## config.mk

```make
export PLATFORM = sky130hd
export DESIGN_NAME = calendar_counter
export DESIGN_NICKNAME = d
export VERILOG_FILES = /design/src/rtl/calendar_counter.sv
export SDC_FILE = /design/constraint.sdc
export NUM_CORES = 1
export LEC_CHECK = 0
export BUFFER_PORTS_ARGS = -buffer_cell sky130_fd_sc_hd__buf_2
export CAP_MARGIN = 40
export CORE_MARGIN = 10
export CORE_UTILIZATION = 44
export CTS_BUF_LIST = sky130_fd_sc_hd__clkbuf_8 sky130_fd_sc_hd__clkbuf_16
export DETAILED_ROUTE_END_ITERATION = 10
export PLACE_DENSITY = 0.67
export SLEW_MARGIN = 30
export SYNTH_ARGS = -nofsm -noshare
export SYNTH_HDL_FRONTEND = slang
export SYNTH_SLANG_ARGS = --single-unit
```

## constraint.sdc

```tcl
create_clock -name clk -period 3 [get_ports clk]
set_input_delay 0.3 -clock clk [delete_from_list [all_inputs] [get_ports clk]]
set_output_delay 0.3 -clock clk [all_outputs]
set_load 0.03 [all_outputs]
```

## src/rtl/calendar_counter.sv

```systemverilog
// Calendar counter: 1 s prescaler plus sec/min/hour/day/month/year cascade.
// Define LEAP_CENTURY_EN for the full Gregorian leap rule (default: year%4).
module calendar_counter #(
    parameter int TICK_DIV = 50000000,
    parameter int RST_YEAR = 2000
) (
    input  logic        clk,
    input  logic        rst_n,
    input  logic        run_en,
    input  logic        load_en,
    input  logic [5:0]  load_sec,
    input  logic [5:0]  load_min,
    input  logic [5:0]  load_hour,
    input  logic [5:0]  load_day,
    input  logic [3:0]  load_month,
    input  logic [13:0] load_year,
    output logic [5:0]  second_out,
    output logic [5:0]  minute_out,
    output logic [5:0]  hour_out,
    output logic [5:0]  day_out,
    output logic [3:0]  month_out,
    output logic [13:0] year_out,
    output logic        tick_1hz,
    output logic        year_wrap,
    output logic        load_err
);

    localparam int PW = (TICK_DIV > 2) ? $clog2(TICK_DIV) : 1;
    localparam logic [PW-1:0] PS_LAST = PW'(TICK_DIV - 1);

    logic [PW-1:0] presc;
    logic          adv;
    logic          load_ok;

    logic [5:0]    nxt_sec;
    logic [5:0]    nxt_min;
    logic [5:0]    nxt_hour;
    logic [5:0]    nxt_day;
    logic [3:0]    nxt_month;
    logic [13:0]   nxt_year;
    logic          nxt_wrap;

    function automatic logic is_leap(input logic [13:0] y);
        int unsigned yi;
        yi = 32'(y);
`ifdef LEAP_CENTURY_EN
        is_leap = ((yi % 4) == 0 && (yi % 100) != 0) || ((yi % 400) == 0);
`else
        is_leap = (y[1:0] == 2'b00);
`endif
    endfunction

    function automatic logic [5:0] dim(input logic [3:0] m, input logic [13:0] y);
        case (m)
            4'd4, 4'd6, 4'd9, 4'd11: dim = 6'd30;
            4'd2:                    dim = is_leap(y) ? 6'd29 : 6'd28;
            default:                 dim = 6'd31;
        endcase
    endfunction

    assign adv = run_en && (presc == PS_LAST);

    // Range-check every load field; day is checked against the loaded month/year.
    always_comb begin
        load_ok = (load_sec <= 6'd59) && (load_min <= 6'd59)
               && (load_hour <= 6'd23)
               && (load_month >= 4'd1) && (load_month <= 4'd12)
               && (load_year <= 14'd9999)
               && (load_day >= 6'd1)
               && (load_day <= dim(load_month, load_year));
    end

    // Single-edge carry chain from seconds up to the year.
    always_comb begin
        logic c_sec, c_min, c_hour, c_day, c_mon;
        nxt_sec   = second_out;
        nxt_min   = minute_out;
        nxt_hour  = hour_out;
        nxt_day   = day_out;
        nxt_month = month_out;
        nxt_year  = year_out;
        nxt_wrap  = 1'b0;
        c_sec  = (second_out == 6'd59);
        c_min  = c_sec && (minute_out == 6'd59);
        c_hour = c_min && (hour_out == 6'd23);
        c_day  = c_hour && (day_out >= dim(month_out, year_out));
        c_mon  = c_day && (month_out == 4'd12);
        nxt_sec = c_sec ? 6'd0 : second_out + 6'd1;
        if (c_sec) nxt_min = c_min ? 6'd0 : minute_out + 6'd1;
        if (c_min) nxt_hour = c_hour ? 6'd0 : hour_out + 6'd1;
        if (c_hour) nxt_day = c_day ? 6'd1 : day_out + 6'd1;
        if (c_day) nxt_month = c_mon ? 4'd1 : month_out + 4'd1;
        if (c_mon) begin
            nxt_wrap = (year_out == 14'd9999);
            nxt_year = nxt_wrap ? 14'd0 : year_out + 14'd1;
        end
    end

    // State register: reset, then load, then advance.
    always_ff @(posedge clk) begin
        if (!rst_n) begin
            presc      <= '0;
            second_out <= 6'd0;
            minute_out <= 6'd0;
            hour_out   <= 6'd0;
            day_out    <= 6'd1;
            month_out  <= 4'd1;
            year_out   <= 14'(RST_YEAR);
            tick_1hz   <= 1'b0;
            year_wrap  <= 1'b0;
            load_err   <= 1'b0;
        end else begin
            tick_1hz  <= 1'b0;
            year_wrap <= 1'b0;
            load_err  <= 1'b0;
            if (load_en && load_ok) begin
                presc      <= '0;
                second_out <= load_sec;
                minute_out <= load_min;
                hour_out   <= load_hour;
                day_out    <= load_day;
                month_out  <= load_month;
                year_out   <= load_year;
            end else begin
                if (load_en) load_err <= 1'b1;
                if (run_en) presc <= adv ? '0 : presc + PW'(1);
                if (adv) begin
                    second_out <= nxt_sec;
                    minute_out <= nxt_min;
                    hour_out   <= nxt_hour;
                    day_out    <= nxt_day;
                    month_out  <= nxt_month;
                    year_out   <= nxt_year;
                    tick_1hz   <= 1'b1;
                    year_wrap  <= nxt_wrap;
                end
            end
        end
    end

endmodule

```

## Word level (Yosys, flattened, before mapping)

Index checks and enable logic that the tools add are counted.

| cells by class | value |
|---|---|
| $add $sub $neg | 7 |
| $lt $le $gt $ge | 9 |
| equality and inequality tests | 16 |
| muxes and demuxes | 30 |
| bitwise logic cells | 3 |
| reduce and logical (&&, ||, !) cells | 30 |

Operator list:

| kind | count |
|---|---|
| $mux 6 | 15 |
| $mux 14 | 4 |
| $add 26x1->26 const B | 1 |
| $eq 26x26->1 const B | 1 |
| $mux 26 | 1 |
| $add 6x1->6 const B | 4 |
| $eq 4x4->1 const B | 5 |
| $eq 4x3->1 const B | 4 |
| $mux 4 | 4 |
| $add 14x1->14 const B | 1 |
| $eq 14x14->1 const B | 1 |
| $le 14x14->1 const B | 1 |
| $logic_and 1x1->1 | 13 |
| $eq 6x6->1 const B | 2 |
| $le 6x6->1 const B | 2 |
| $reduce_bool 2->1 | 6 |
| $reduce_or 4->1 | 3 |
| $reduce_and 2->1 | 5 |
| $eq 4x2->1 const B | 2 |
| $pmux 2 s2 | 2 |
| $eq 6x5->1 const B | 1 |
| $ge 6x1->1 const B | 1 |
| $ge 6x6->1 | 1 |
| $le 6x5->1 const B | 1 |
| 8 further kinds | 14 |

| word-level totals | value |
|---|---|
| register bits after elaboration | 71 |
| input port bits | 46 |
| word-level logic and storage cells | 105 |

## Logic depth before layout (Yosys ltp)

| depth | value |
|---|---|
| depth after elaboration | 11 |
| gate-level depth with buffers | 13 |
| mapped depth without buffers | 12 |

## Worst setup path before layout

OpenSTA, ideal clock, no wires.

| timing | value |
|---|---|
| path type | register to register |
| from | reg month_out[0] |
| to | reg day_out[0] |
| data arrival time | 2.668 ns |
| data required time | 2.878 ns |
| path slack | 0.210 ns |
| cell stages (with the launch flop) | 13 |
| buffers on the path | 1 |
| path through | dfxtp_1 > inv_1 > ha_1 > o21ai_0 > o21ai_0 > o21ai_0 > ha_1 > o21ai_0 > a21oi_1 > clkbuf_1 > nor3_1 > nand2_1 > a221o_1 |

| between the ends | value |
|---|---|
| word-level cells in the longest chain between the ends | 9 |

RTL lines:

| what | RTL line | RTL |
|---|---|---|
| start, declared | 21 | `output logic [3:0] month_out,` |
| start signal, assigned | 122 | `month_out <= load_month;` |
| start signal, assigned | 132 | `month_out <= nxt_month;` |
| $eq 4x3->1 / $eq 4x4->1 (equally long branches) | 54 | `case (m)` |
| $reduce_or 4->1 | 54 |  |
| $pmux 2 s2 (*) | 54 |  |
| $ge 6x6->1 (*) | 86 | `c_day = c_hour && (day_out >= dim(month_out, year_out));` |
| $logic_and 1x1->1 (*) | 86 |  |
| $mux 6 (*) (2 in a row) | 91 | `if (c_hour) nxt_day = c_day ? 6'd1 : day_out + 6'd1;` |
| $mux 6 (*) | 127 | `if (adv) begin` |
| $mux 6 (*) | 116 | `if (load_en && load_ok) begin` |
| end signal, assigned | 121 | `day_out <= load_day;` |
| end signal, assigned | 131 | `day_out <= nxt_day;` |
| end, declared | 20 | `output logic [5:0] day_out,` |

Every way passes the cells marked *; elsewhere a longest branch is shown, timed or not. The select of a mux whose other input is x is not followed.
A chain may end at the register's enable or synchronous reset.

## Final worst setup path

| timing | value |
|---|---|
| from | reg month_out[0] |
| to | reg day_out[2] |

Same word-level chain as after synthesis.

==> results.txt <==
The clock transition at the registers of the reported paths is 0.08 ns. The total clock buffers created by CTS came out at 9. The area growth from synthesis to final layout is 22.28%. The clock skew after layout came out at 0.009099 ns. The transition time at the pin with the least slew margin is 0.5770 ns. The final worst-path cycle share came out at 0.9003.

The worst setup slack before clock tree synthesis came out at 0.03439 ns. The wire length on met3 came out at 1154 µm. Along the worst path, the maximum fanout reaches 8.

IR analysis of the VDD net gives a maximum drop of 0.0002500 V. After layout, the worst setup slack is 0.2991 ns. The routed design has 12,840 µm of wire. The insertion delay of the later-clocked pin in the worst-skew pair came out at 0.35 ns.

The standard cell core area is 9153 µm². The maximum clock insertion buffer count came out at 2. The critical path is of the flip-flop to flip-flop type.

The netlist uses 58 different library cells. Entering global routing, the biggest net connects 42 pins. The fraction of the yosys area taken by sequential cells is 0.3457. The remaining number of nets flagged by the antenna check after routing came out at 0. The synthesized net count came out at 581. The number of cell rows came out at 35.

The final design utilization came out at 0.5493. The number of antenna violations at the first check in global routing came out at 0. The post-route setup TNS came out at 0 ns. The depth of the worst register-to-register path came out at 11. The antenna cell count is 0. During I/O placement, the number of pins put on the boundary was 91.

The final period demand of the worst path is 2.701 ns. The count of final max-slew check failures came out at 0. The total power divided by cell area is 401.6 nW/µm².

The cell area after synthesis is 4111 µm². The die covers 13,610 µm². The placer congestion estimate came out at 0.8991. The root buffer selected by CTS is sky130_fd_sc_hd__clkbuf_8.

The via count came out at 4,367. The via count of the first global-routing pass is 4,132. The clock net in this run drives a total of 71 sinks.

The number of cells in the finished layout apart from fillers came out at 737. The HPWL reported at the end of detailed placement came out at 9831 µm. The pre-antenna-repair detailed-routing pass consisted of 5 iterations. The cell count after synthesis came out at 520. During synthesis, Yosys emitted a total of 0 warnings. The count of cells resized by post-cts repair came out at 0. The met2 wire length came out at 5899 µm.

The worst hold path belongs to the class primary input to flip-flop. Among all flip-flop cells after synthesis, the most frequent one is sky130_fd_sc_hd__dfxtp_1. The share of synthesized registers carrying an async set or reset came out at 0. Dividing the synthesized area by the synthesized cell count gives 7.907 µm².

The upper clock frequency limit is 370.2 MHz. The tightest slew margin relative to the limit is 0.6124. The overall track demand over capacity in global routing came out at 0.1881.

Max-cap violations in this run came to 0. The total leakage power came out at 1.975 nW. The cts-stage hold buffer count is 0. Summed over all layers, the global routing overflow is 0. After detailed routing, no signal wire sits above met4.

The flow ran to the end, and the final reports show no timing, DRC or antenna violations. The starting utilization of the core area came out at 0.4492. TritonCTS built the clock tree. The setup violation total in the final timing report is 0. The length of routed wiring on met1 is 5533 µm. Setup repair after global routing left no endpoint under its margin. The die span in x came out at 116.7 µm.

STA classifies the critical path startpoint as a flip-flop. The final net count came out at 683. The detailed router finished its first iteration with 382 violations. The fraction of final layout cells sized beyond drive strength 1 came out at 0.2300. The worst setup path is captured at a flip-flop. The DRC violation count after routing is 0.

From bottom edge to top edge, the die measures 116.7 µm. In this run the post-CTS setup repair buffer count came out at 0. The worst path required time came out at 3.28 ns.

The worst endpoint data arrival time is 2.98 ns. In the routed layout, each cell is associated on average with a via count of 5.925. The cell depth of the worst min-delay path is 3. The first-pass GRT wire length is 20,560 µm. The final-report hold violation count came out at 0. In this run, synthesis produced a sequential element count of 71. The port buffer count is 90. The placed cell count came out at 722. The count of flip-flops with a built-in enable after synthesis is 0.

The routed wirelength normalized by instance count is 17.42 µm. The maximum level of the CTS H-tree is 3.
[worst max-delay path: stages, from the launching register on]
cell	delay, ns
sky130_fd_sc_hd__dfxtp_2	0.40
sky130_fd_sc_hd__inv_1	0.08
sky130_fd_sc_hd__ha_1	0.23
sky130_fd_sc_hd__o21ai_0	0.14
sky130_fd_sc_hd__o21ai_0	0.09
sky130_fd_sc_hd__o21ai_0	0.16
sky130_fd_sc_hd__ha_1	0.25
sky130_fd_sc_hd__o21ai_0	0.30
sky130_fd_sc_hd__a21oi_2	0.17
sky130_fd_sc_hd__buf_4	0.18
sky130_fd_sc_hd__or4b_1	0.49
sky130_fd_sc_hd__a31oi_1	0.16
[cell families after synthesis]
family | count (synthesis) | synth area share
simple gates | 238 | 0.3195
compound gates | 131 | 0.1945
buf+inv | 38 | 0.03621
flops | 71 | 0.3457
mux | 3 | 0.007304
fa+ha+maj | 15 | 0.04565
xor+xnor | 24 | 0.05113
[power by group]
group	total [mW]	internal [mW]	switching (mW)
sequential	0.984	0.960	0.0241
combinational	0.196	0.0733	0.123
clock	0.839	0.481	0.359
total	2.02	1.51	0.505
[sequential cells by signal, indices dropped and copies added (netlist names)]
name / count
second_out: 6
year_out: 14
hour_out: 6
day_out: 6
minute_out: 6
presc: 26
year_wrap: 1
month_out: 4
tick_1hz: 1
load_err: 1
[cells in the mapped netlist, types with 2 or more instances]
cell | number | area (µm²)
sky130_fd_sc_hd__dfxtp_1 | 71 | 1421
sky130_fd_sc_hd__nor2_1 | 49 | 183.9
sky130_fd_sc_hd__o21ai_0 | 46 | 230.2
sky130_fd_sc_hd__nand3_1 | 36 | 180.2
sky130_fd_sc_hd__nand2_1 | 34 | 127.6
sky130_fd_sc_hd__a21oi_1 | 30 | 150.1
sky130_fd_sc_hd__nor3_1 | 20 | 100.1
sky130_fd_sc_hd__nand4_1 | 19 | 118.9
sky130_fd_sc_hd__a31oi_1 | 18 | 112.6
sky130_fd_sc_hd__clkbuf_1 | 16 | 60.06
sky130_fd_sc_hd__ha_1 | 15 | 187.7
sky130_fd_sc_hd__inv_1 | 15 | 56.30
sky130_fd_sc_hd__and3_1 | 13 | 81.33
sky130_fd_sc_hd__or3_1 | 13 | 81.33
sky130_fd_sc_hd__xor2_1 | 13 | 113.9
sky130_fd_sc_hd__xnor2_1 | 11 | 96.34
sky130_fd_sc_hd__or4_1 | 9 | 67.56
sky130_fd_sc_hd__nor4_1 | 8 | 50.05
sky130_fd_sc_hd__o31ai_1 | 8 | 60.06
sky130_fd_sc_hd__and2_1 | 5 | 31.28
sky130_fd_sc_hd__buf_2 | 5 | 25.02
sky130_fd_sc_hd__a211oi_1 | 4 | 30.03
sky130_fd_sc_hd__nor4b_1 | 4 | 35.03
sky130_fd_sc_hd__o2111ai_1 | 4 | 35.03
sky130_fd_sc_hd__o211ai_1 | 4 | 30.03
sky130_fd_sc_hd__and4_1 | 3 | 26.28
sky130_fd_sc_hd__mux2i_1 | 3 | 30.03
sky130_fd_sc_hd__nand2b_1 | 3 | 18.77
sky130_fd_sc_hd__nor2b_1 | 3 | 18.77
sky130_fd_sc_hd__or2_2 | 3 | 18.77
sky130_fd_sc_hd__or4b_1 | 3 | 30.03
sky130_fd_sc_hd__a221oi_1 | 2 | 17.52
sky130_fd_sc_hd__a31o_2 | 2 | 17.52
sky130_fd_sc_hd__a41oi_1 | 2 | 17.52
sky130_fd_sc_hd__nand3b_1 | 2 | 15.01
sky130_fd_sc_hd__nor4bb_1 | 2 | 20.02
[layout make-up]
cell class	instances	area (µm²)
Timing Repair Buffer	113	635.6
Inverter	16	60.06
Clock buffer	10	137.6
Clock inverter	5	75.07
Fill cell	890	4125
Multi-Input combinational cell	411	2556
Tap cell	111	138.9
Sequential cell	71	1424
[routing by layer]
| layer | GRT usage | up-vias |
|---|---|---|
| met5 | 0 | - |
| met4 | 0.07331 | 0 |
| met3 | 0.04212 | 23 |
| met2 | 0.3115 | 177 |
| met1 | 0.2323 | 2016 |
| li1 | - | 2151 |
[cells in the final DEF (no fill, tap or decap), types with 3 or more instances in the layout]
master	netlist	layout
sky130_fd_sc_hd__a21oi_1	30	29
sky130_fd_sc_hd__xnor2_1	11	11
sky130_fd_sc_hd__o21ai_0	46	46
sky130_fd_sc_hd__nand4_1	19	19
sky130_fd_sc_hd__o2111ai_1	4	4
sky130_fd_sc_hd__buf_4	0	22
sky130_fd_sc_hd__o211ai_1	4	4
sky130_fd_sc_hd__or2_2	3	3
sky130_fd_sc_hd__nor2_1	49	49
sky130_fd_sc_hd__dfxtp_1	71	69
sky130_fd_sc_hd__inv_1	15	17
sky130_fd_sc_hd__or4b_1	3	3
sky130_fd_sc_hd__nor2b_1	3	3
sky130_fd_sc_hd__mux2i_1	3	3
sky130_fd_sc_hd__or4_1	9	8
sky130_fd_sc_hd__nor3_1	20	20
sky130_fd_sc_hd__a211oi_1	4	4
sky130_fd_sc_hd__nand3_1	36	36
sky130_fd_sc_hd__ha_1	15	15
sky130_fd_sc_hd__nor4_1	8	8
sky130_fd_sc_hd__and4_1	3	3
sky130_fd_sc_hd__nand2_1	34	34
sky130_fd_sc_hd__xor2_1	13	13
sky130_fd_sc_hd__or3_1	13	13
sky130_fd_sc_hd__clkbuf_8	0	10
sky130_fd_sc_hd__nand2b_1	3	3
sky130_fd_sc_hd__and3_1	13	12
sky130_fd_sc_hd__a31oi_1	18	18
sky130_fd_sc_hd__nor4b_1	4	4
sky130_fd_sc_hd__and2_1	5	5
sky130_fd_sc_hd__o31ai_1	8	8
sky130_fd_sc_hd__buf_2	5	90
[through the flow]
step | hold slack [ns] | area, µm² | power [mW]
6_report | 0.1850 | 5027 | 2.019
4_1_cts | 0.1777 | 5011 | 2.040
3_5_place_dp | 0.4808 | 4798 | 1.201
3_3_place_gp | 0.4680 | 4798 | 1.196
2_1_floorplan | 0.4225 | 4111 | 1.104
5_1_grt | 0.2078 | 5027 | 2.107
[final timing paths]
kind                     start           to  slack (ns)
hold reg to reg       presc[4]     presc[4]        0.50
setup reg to reg  month_out[0]   day_out[2]        0.30
setup / recovery  month_out[0]   day_out[2]        0.30
hold / removal    load_year[9]  year_out[9]        0.19
No activity file was read; power rests on OpenSTA's default activity.
